<file path="src/rtl/bist_pkg.sv">
// Shared types and helpers for the BIST stimulus/compaction engine.
// galois_step advances a Galois register of width w (w <= 64) by one shift.
package bist_pkg;

  typedef enum logic [1:0] {
    IDLE = 2'd0,
    RUN  = 2'd1,
    DONE = 2'd2
  } state_t;

  localparam logic [40:0] LFSR41_POLY = 41'h9;       // x^41 + x^3 + 1
  localparam logic [20:0] MISR21_POLY = 21'h5;       // x^21 + x^2 + 1

  function automatic logic [63:0] galois_step(input logic [63:0] state,
                                              input logic [63:0] poly,
                                              input int unsigned w);
    logic [63:0] mask;
    logic [63:0] shifted;
    logic        msb;
    mask    = (w >= 64) ? '1 : ((64'd1 << w) - 64'd1);
    msb     = |((state >> (w - 1)) & 64'd1);
    shifted = (state << 1) & mask;
    return msb ? (shifted ^ (poly & mask)) : shifted;
  endfunction

endpackage

</file>
<file path="src/rtl/galois_lfsr.sv">
// Galois shift register with synchronous load and a parallel XOR input,
// used both as the pattern LFSR (xor_in tied 0) and as the MISR.
module galois_lfsr
  import bist_pkg::*;
#(
  parameter int unsigned     W    = 41,
  parameter logic [W-1:0]    POLY = W'(LFSR41_POLY)
) (
  input  logic         clk,
  input  logic         rst_n,
  input  logic         load,
  input  logic [W-1:0] load_val,
  input  logic         en,
  input  logic [W-1:0] xor_in,
  output logic [W-1:0] q
);

  logic [W-1:0] nxt;

  assign nxt = W'(galois_step(64'(q), 64'(POLY), W)) ^ xor_in;

  always_ff @(posedge clk or negedge rst_n) begin
    if (!rst_n) begin
      q <= '0;
    end else if (load) begin
      q <= load_val;
    end else if (en) begin
      q <= nxt;
    end
  end

endmodule

</file>
<file path="src/rtl/bist_stim_misr.sv">
// BIST engine: LFSR patterns drive the CUT, MISR compacts its responses,
// final signature compared with golden_sig. Optional abort input: BIST_ABORT_EN.
module bist_stim_misr
  import bist_pkg::*;
#(
  parameter int unsigned       IN_W      = 41,
  parameter int unsigned       OUT_W     = 21,
  parameter int unsigned       PAT_CNT   = 1024,
  parameter logic [IN_W-1:0]   LFSR_SEED = IN_W'(1),
  parameter logic [IN_W-1:0]   LFSR_POLY = IN_W'(LFSR41_POLY),
  parameter logic [OUT_W-1:0]  MISR_POLY = OUT_W'(MISR21_POLY)
) (
  input  logic             clk,
  input  logic             rst_n,
  input  logic             start,
  input  logic [OUT_W-1:0] golden_sig,
  output logic [IN_W-1:0]  cut_in,
  input  logic [OUT_W-1:0] cut_out,
`ifdef BIST_ABORT_EN
  input  logic             abort,
`endif
  output logic             busy,
  output logic             done,
  output logic             pass,
  output logic [OUT_W-1:0] signature
);

  localparam int unsigned      CNT_W    = $clog2(PAT_CNT + 1);
  localparam logic [CNT_W-1:0] CNT_LAST = CNT_W'(PAT_CNT - 1);
  // An all-zero seed would lock the LFSR at zero.
  localparam logic [IN_W-1:0]  SEED_EFF = (LFSR_SEED == '0) ? IN_W'(1) : LFSR_SEED;

  localparam logic [1:0] S_IDLE = IDLE;
  localparam logic [1:0] S_RUN  = RUN;
  localparam logic [1:0] S_DONE = DONE;

  logic [1:0]       state;
  logic [CNT_W-1:0] cnt;
  logic             abort_i;
  logic             accept;
  logic             advance;
  logic [OUT_W-1:0] misr_next;

`ifdef BIST_ABORT_EN
  assign abort_i = abort;
`else
  assign abort_i = 1'b0;
`endif

  assign accept    = start && (state != S_RUN);
  assign advance   = (state == S_RUN) && !abort_i;
  assign misr_next = OUT_W'(galois_step(64'(signature), 64'(MISR_POLY), OUT_W)) ^ cut_out;

  galois_lfsr #(
    .W    (IN_W),
    .POLY (LFSR_POLY)
  ) u_lfsr (
    .clk      (clk),
    .rst_n    (rst_n),
    .load     (accept),
    .load_val (SEED_EFF),
    .en       (advance),
    .xor_in   ('0),
    .q        (cut_in)
  );

  galois_lfsr #(
    .W    (OUT_W),
    .POLY (MISR_POLY)
  ) u_misr (
    .clk      (clk),
    .rst_n    (rst_n),
    .load     (accept),
    .load_val ('0),
    .en       (advance),
    .xor_in   (cut_out),
    .q        (signature)
  );

  always_ff @(posedge clk or negedge rst_n) begin
    if (!rst_n) begin
      state <= S_IDLE;
      cnt   <= '0;
      pass  <= 1'b0;
    end else begin
      case (state)
        S_RUN: begin
          if (abort_i) begin
            state <= S_IDLE;
            pass  <= 1'b0;
          end else begin
            cnt <= cnt + CNT_W'(1);
            if (cnt == CNT_LAST) begin
              state <= S_DONE;
              pass  <= (misr_next == golden_sig);
            end
          end
        end
        default: begin
          if (start) begin
            state <= S_RUN;
            cnt   <= '0;
            pass  <= 1'b0;
          end
        end
      endcase
    end
  end

  assign busy = (state == S_RUN);
  assign done = (state == S_DONE);

endmodule

</file>
<file path="config.mk">
export PLATFORM = sky130hd
export DESIGN_NAME = bist_stim_misr
export DESIGN_NICKNAME = d
export VERILOG_FILES = /design/src/rtl/bist_pkg.sv /design/src/rtl/galois_lfsr.sv /design/src/rtl/bist_stim_misr.sv
export SDC_FILE = /design/constraint.sdc
export NUM_CORES = 1
export LEC_CHECK = 0
export BUFFER_PORTS_ARGS = -buffer_cell sky130_fd_sc_hd__buf_2
export CAP_MARGIN = 30
export CORE_UTILIZATION = 47
export DETAILED_ROUTE_END_ITERATION = 8
export HOLD_SLACK_MARGIN = 0.03
export PLACE_DENSITY = 0.76
export SETUP_SLACK_MARGIN = 0.3
export SLEW_MARGIN = 20
export SYNTH_ARGS = -nofsm -noshare
export SYNTH_HDL_FRONTEND = slang
export SYNTH_SLANG_ARGS = --single-unit
export TNS_END_PERCENT = 10
</file>
<file path="constraint.sdc">
create_clock -name clk -period 1.5 [get_ports clk]
set_input_delay 0 -clock clk [delete_from_list [all_inputs] [get_ports clk]]
set_output_delay 0 -clock clk [all_outputs]
set_load 0.03 [all_outputs]
</file>
==> key figures, run 1 <==
Placed design
  – Final GP Congestion: 0.839
  – Port bufs: 109
  – Dpl ws: 0.0170 ns
  – Post-DP HPWL: 6370 um

Logic synthesis
  – Post-synthesis compound-gate area fraction: 0.0617
  – Simple-Gate Fraction of Synth Area: 0.249
  – Syn Nets: 412
  – Synth warn: 0
  – Mux cell area share after synthesis: 0
  – Sequential share of the synthesized area: 0.488
  – Commonest cells post-synth: 90 x nand2_1, 76 x dfrtp_1, 63 x nand3b_1, 32 x o21ai_0, 22 x xnor2_1
  – Unique cell type count in the Yosys netlist: 28
  – Mapped Area: 0.00390 mm2
  – Post-Synth Adder-Cell Area: 0.00321
  – #FFs+latches synth: between 70 and 80
  – Top cells by area, synth: dfrtp_1 49%, nand3b_1 12%, xnor3_1 9.8%, nand2_1 8.7%, xnor2_1 4.9%
  – Synth Area in XOR/XNOR: 0.172
  – Synth top area share: 0.488
  – Yosys top cell by area: dfrtp_1
  – Mapped Cells: 366
  – Top FF cell, synth: dfrtp_1
  – Largest family of logic cells by synthesized area: simple AND/OR/NAND/NOR gates
  – Post-synth EDFFs: 0
  – Count leader, synth: nand2_1
  – Async SR Flop Fraction: 1.00
  – Post-Syn Area per Cell: 10.6 um2

Floorplanning
  – Die width: 93.1 um
  – Die footprint: 0.00866 mm2
  – FP Rows: 32
  – Initial Utilization: 0.494
  – Die height: 93.1 um
  – Num ports: 110
  – Core area: 0.00789 mm2

Setup path
  – Worst path required time: 1.73 ns
  – CP max FO: 4
  – WS Path Type: flip-flop to flip-flop
  – R2R setup slack: about 0.031 ns
  – Critical Path Source: cnt[1]
  – CP Launch Type: flip-flop
  – Worst-case reg-to-reg path depth: 5
  – Critical Path AT: 1.70 ns
  – Reg2reg start: cnt[1]
  – Setup crit end kind: flip-flop
  – RR Endpoint: pass

STA
  – Crit path time final: 1.47 ns
  – Slew HR: 0.703
  – Fin crit share: 0.979
  – Final WS setup: 0.0313 ns
  – Slew Viols, Final: 0
  – Final hold vios: 0
  – FMAX: 681 MHz
  – Final setup viols: 0
  – Layout Skew: between 0.01 and 0.015 ns
  – Worst Tran Pin Value: roughly 0.44 ns
  – RSZ-0062 raised after global routing: true

GRT
  – Largest net degree at the start of global routing: 44
  – All-layer global routing usage: 0.228
  – Vias in the first global route: 3,139
  – Initial antenna violation count: 0
  – Grt ovf: 0
  – First-pass GRT wire length: between 15,000 and 20,000 um

Clock tree
  – CTS Buf Count: 9
  – Clock H-tree levels: 3
  – CTS root buf: clkbuf_8
  – Latest clock arrival within the worst-skew pair: 0.35 ns
  – Clk sinks: 76
  – CTS tree: done
  – Post-CTS Setup Bufs: 0
  – Clk buf depth: 2
  – Clock-pin slew on the worst setup and hold paths: 0.09 ns

Routing
  – WL/cell: 15.4 um
  – DR top layer: met4
  – Final wirelength: 9390 um
  – DRT antenna net count: 0
  – DR vias: between 3,000 and 4,000
  – Via-to-Cell Ratio: 5.27
  – Met1 WL: 4110 um
  – Metal2 WL: 4580 um
  – Pre-antenna DRT Iters: 4
  – Post-route DRC: 0
  – 1st-iter DRT viols: 195
  – Metal3 WL: approximately 560 um

Worst hold path
  – Hold path start: cut_out[2]
  – Worst Hold End: u_misr.q[2]
  – Hold path depth: 3
  – Min-Delay Path Class: primary input to flip-flop

Final layout
  – # fillers: approximately 610
  – Area Growth Syn to Fin: 32.7%
  – Fraction of layout cells with a size suffix above 1: 0.312
  – Nets: 550
  – Number of diodes: 0

Outcome
  – Status: finished, final reports clean

Power and ir drop
  – VDD IR max: ~890 uV
  – Leakage: approximately 2.6 nW
  – Pwr Density: 1810 mW/mm2
  – Total design power: approximately 9.4 mW

Job
  – Max Cap Viol: 0
## state kept, by name (all words and copies together) (netlist names)
signal,count
u_misr.q,21
u_lfsr.q,41
pass,1
state,2
cnt,11
## critical path, stage by stage (launching register included)
cell     delay, ns
dfrtp_1       0.39
ha_4          0.15
nand4_1       0.10
or4_4         0.46
nand3_2       0.09
a21bo_1       0.19
## cell type report
class                   instances  area [um2]  share of cell area
well taps                     102         128              0.0247
repair buffers                149         973               0.188
flip-flops and latches         76        1910               0.368
clock inverters                 6        68.8              0.0133
clock buffers                  10         138              0.0266
multi-input cells             265        1940               0.375
inverters                       3        18.8             0.00363
## layer usage
metal / vias to the layer above / GRT usage
met5: - / 0
met4: 0 / 0.0795
met3: 14 / 0.0463
met2: 120 / 0.377
met1: 1556 / 0.298
li1: 1531 / -
## worst max path at each step
stage,endpoint,depth (start not counted),slack [ns]
3_3_place_gp,pass,5,0.04
4_1_cts,pass,5,0.02
6_report,pass,5,0.03
3_5_place_dp,pass,5,0.02
2_1_floorplan,pass,5,0.02
5_1_grt,pass,5,-0.03
## cell families after synthesis
| family | after synthesis |
|---|---|
| simple gates | 178 |
| xor+xnor | 43 |
| flops | 76 |
| buf+inv | 25 |
| compound gates | 43 |
| fa+ha+maj | 1 |
## layout by cell type, fill, tap and decap left out, types with 4 or more instances in the layout
cell type / instances
nand2_1: 89
buf_12: 4
xnor3_2: 4
dfrtp_1: 73
o21ai_0: 32
nand4_1: 9
buf_2: 106
o31ai_1: 4
buf_4: 13
nor2_1: 4
nand3b_1: 63
xnor2_1: 22
dlygate4sd3_1: 22
clkbuf_8: 10
nand3_1: 4
xnor3_1: 17
## stage by stage
stage | area, um2 | cells | hold WS, ns | util | TNS, ns
after floorplan | 3930 | 366 | -0.296 | - | 0
after global placement | 4660 | 573 | -0.146 | 0.591 | 0
after detailed placement | 4660 | 573 | -0.146 | 0.591 | 0
after CTS | 5120 | 611 | 0.0364 | 0.649 | 0
after global routing | 5170 | 611 | 0.0500 | 0.656 | -0.0314
final | 5170 | 611 | 0.0446 | 0.656 | 0
## where the power goes
group          total (mW)  leakage, nW  switching, mW  internal, mW
Sequential           3.58        0.914          0.796          2.79
Clock                1.63        0.103          0.805         0.826
Combinational        4.16         1.55           2.38          1.79
Total                9.38         2.57           3.98          5.40
## timing repair
item	in CTS	in global routing
hold endpoints to repair	95	0
cloned	0	0
pin swaps	2	2
gates resized for setup	10	13
endpoints found under the setup margin	54	37
hold buffers	22	0
Power figures use the tool's default switching activity.
==> inputs of run 2 (changes only) <==
--- a/config.mk
+++ b/config.mk
@@ -7,6 +7,7 @@
 export LEC_CHECK = 0
 export BUFFER_PORTS_ARGS = -buffer_cell sky130_fd_sc_hd__buf_2
 export CAP_MARGIN = 30
+export CORE_ASPECT_RATIO = 1.5
 export CORE_UTILIZATION = 47
 export DETAILED_ROUTE_END_ITERATION = 8
 export HOLD_SLACK_MARGIN = 0.03
==> run 2 against run 1 <==
Sequential share of layout area shrank 0.94 points. Largest power group unchanged. Clock power increased by 45%. Critical path type unchanged. Critical endpoint unchanged. Routed wire length is 1.4% higher.
==> key figures, run 2 (synthesis gave the netlist of run 1 again) <==
Setup path
  – Worst-case reg-to-reg path depth: 5 (unchanged)
  – Worst path required time: 1.73 ns (about the same)
  – Setup crit end kind: flip-flop (unchanged)
  – WS Path Type: flip-flop to flip-flop (unchanged)
  – CP max FO: 4 (unchanged)
  – CP Launch Type: flip-flop (unchanged)
  – Critical Path AT: 1.73 ns (was 1.70 ns)

GRT
  – First-pass GRT wire length: 15,500 um (was 15,200 um)
  – Largest net degree at the start of global routing: 45 (was 44)
  – Initial antenna violation count: 0 (unchanged)
  – Vias in the first global route: 3,188 (was 3,139)
  – All-layer global routing usage: 0.231 (was 0.228)
  – Grt ovf: 0 (unchanged)

Floorplanning
  – Core area: 0.00801 mm2 (was 0.00789 mm2)
  – Die height: 114 um (was 93.1 um)
  – Die footprint: 0.00867 mm2 (was 0.00866 mm2)
  – Initial Utilization: 0.487 (was 0.494)
  – Die width: 76.3 um (was 93.1 um)
  – Num ports: 110 (unchanged)
  – FP Rows: 40 (was 32)

Final layout
  – Most frequent cells in the layout: 106 x buf_2, 90 x nand2_1, 73 x dfrtp_1, 63 x nand3b_1, 30 x o21ai_0 (was 106 x buf_2, 89 x nand2_1, 73 x dfrtp_1, 63 x nand3b_1, 32 x o21ai_0)
  – Area Growth Syn to Fin: 36.2% (was 32.7%)
  – Fraction of layout cells with a size suffix above 1: 0.329 (was 0.312)
  – Top Registers: u_lfsr.q: 41 flops, u_misr.q: 21 flops, cnt: 11 flops (unchanged)
  – Largest register by flop count: u_lfsr.q (unchanged)
  – Most common cell after layout, fill and taps aside: buf_2 (unchanged)
  – Number of diodes: 0 (unchanged)
  – Number of flip-flops in the largest register: 41 (unchanged)
  – Nets: 552 (was 550)
  – Finished Core Util: 0.663 (was 0.656)
  – Finished Layout Cells: 616 (was 611)

Placed design
  – Port bufs: 109 (unchanged)
  – Dpl ws: -0.0512 ns (was 0.0170 ns)
  – DP Cell Count: 578 (was 573)
  – Post-DP HPWL: 6450 um (was 6370 um)
  – Final GP Congestion: 0.829 (was 0.839)

STA
  – Slew HR: 0.761 (was 0.703)
  – Final setup viols: 0 (unchanged)
  – Layout Skew: 0.00669 ns (was 0.0149 ns)
  – Final WS setup: 0.00288 ns (was 0.0313 ns)
  – RSZ-0062 raised after global routing: true (unchanged)
  – Worst Tran Pin Value: 0.359 ns (was 0.445 ns)
  – Crit path time final: 1.50 ns (was 1.47 ns)
  – Slew Viols, Final: 0 (unchanged)
  – Hold_ws: 0.0282 ns (was 0.0446 ns)
  – Fin crit share: 0.998 (was 0.979)
  – FMAX: 668 MHz (was 681 MHz)
  – Final hold vios: 0 (unchanged)

Routing
  – Pre-antenna DRT Iters: 5 (was 4)
  – Via-to-Cell Ratio: 5.21 (was 5.27)
  – DR vias: 3,211 (was 3,221)
  – 1st-iter DRT viols: 151 (was 195)
  – DRT antenna net count: 0 (unchanged)
  – Post-route DRC: 0 (unchanged)
  – WL/cell: 15.5 um (was 15.4 um)
  – Final wirelength: 9520 um (was 9390 um)

Worst hold path
  – Min-Delay Path Class: primary input to flip-flop (unchanged)
  – Hold path depth: 3 (unchanged)

Power and ir drop
  – VDD IR max: 1080 uV (was 885 uV)
  – Gate power share: 0.423 (was 0.444)
  – Total design power: 10.2 mW (was 9.38 mW)
  – Switch share: 0.398 (was 0.424)
  – Sequential cell fraction of total power: 0.346 (was 0.382)
  – Switch Pwr: 4.08 mW (was 3.98 mW)
  – Pwr Density: 1930 mW/mm2 (was 1810 mW/mm2)
  – Leakage: 2.63 nW (was 2.57 nW)
  – Clock share of power: 0.231 (was 0.174)
  – Power Internal: 6.17 mW (was 5.40 mW)

Clock tree
  – CTS tree: done (unchanged)
  – Clock H-tree levels: 3 (unchanged)
  – Clock-pin slew on the worst setup and hold paths: 0.06 ns (was 0.09 ns)
  – Clk sinks: 76 (unchanged)
  – CTS root buf: clkbuf_16 (was clkbuf_8)
  – Clk buf depth: 2 (unchanged)
  – Latest clock arrival within the worst-skew pair: 0.34 ns (was 0.35 ns)
  – CTS Buf Count: 9 (unchanged)

Job
  – Max Cap Viol: 0 (unchanged)

Outcome
  – Status: finished, final reports clean (unchanged)
## run 2: area by class of cell
cell class	count	area (um2)
sequential	76	1910
inverter	3	13.8
multi-input combinational	265	1950
fill	635	2700
timing repair buffer	151	975
tap	105	131
clock buffer	10	239
clock inverter	6	87.6
## run 2: what timing repair did
item / CTS / global route
setup buffers: 4 / 0
endpoints found under the hold margin: 93 / 1
pin swaps: 4 / 7
endpoints found under the setup margin: 69 / 33
resized for setup: 9 / 10
hold buffers: 17 / 1
## run 2: final timing paths
| check | to | start | slack [ns] |
|---|---|---|---|
| worst max-delay path | pass | cnt[1] | 0.003 |
| worst min-delay path | u_misr.q[12] | cut_out[12] | 0.03 |
| worst max register to register | pass | cnt[1] | 0.003 |
| worst min register to register | u_lfsr.q[15] | u_lfsr.q[14] | 0.49 |
| max in group asynchronous | u_misr.q[20] | rst_n | 0.83 |
| min in group asynchronous | cnt[10] | rst_n | 0.12 |
## run 2: power by group through the flow
| stage | logic [mW] | registers, mW | clock network [mW] |
|---|---|---|---|
| after detailed placement | 4.20 | 3.56 | 0 |
| after floorplan | 1.56 | 4.79 | 0 |
| final | 4.33 | 3.54 | 2.37 |
| after global routing | 4.64 | 3.65 | 2.45 |
| after CTS | 4.31 | 3.54 | 2.39 |
| after global placement | 4.14 | 3.52 | 0 |
## run 2: layer usage
layer  vias up  routed length (um)  share of wire  track usage
met1      1558                4020           0.42        0.278
li1       1534                   -              -            -
met2       105                4880           0.51        0.407
met5         -                   0              0            0
met4         0                 199          0.021        0.103
met3        14                 418          0.044       0.0376
## run 2: stage by stage
stage | instance area (um2) | setup TNS (ns)
2_1_floorplan | 3930 | 0
3_3_place_gp | 4700 | 0
3_5_place_dp | 4700 | -0.0512
4_1_cts | 5260 | 0
5_1_grt | 5310 | -0.106
6_report | 5310 | 0
## run 2: worst max-delay path: stages (launching register included)
cell and delay, ns:
dfrtp_1 0.40, ha_4 0.16, nand4_1 0.10, or4_4 0.46
nand3_2 0.09, a21bo_1 0.19
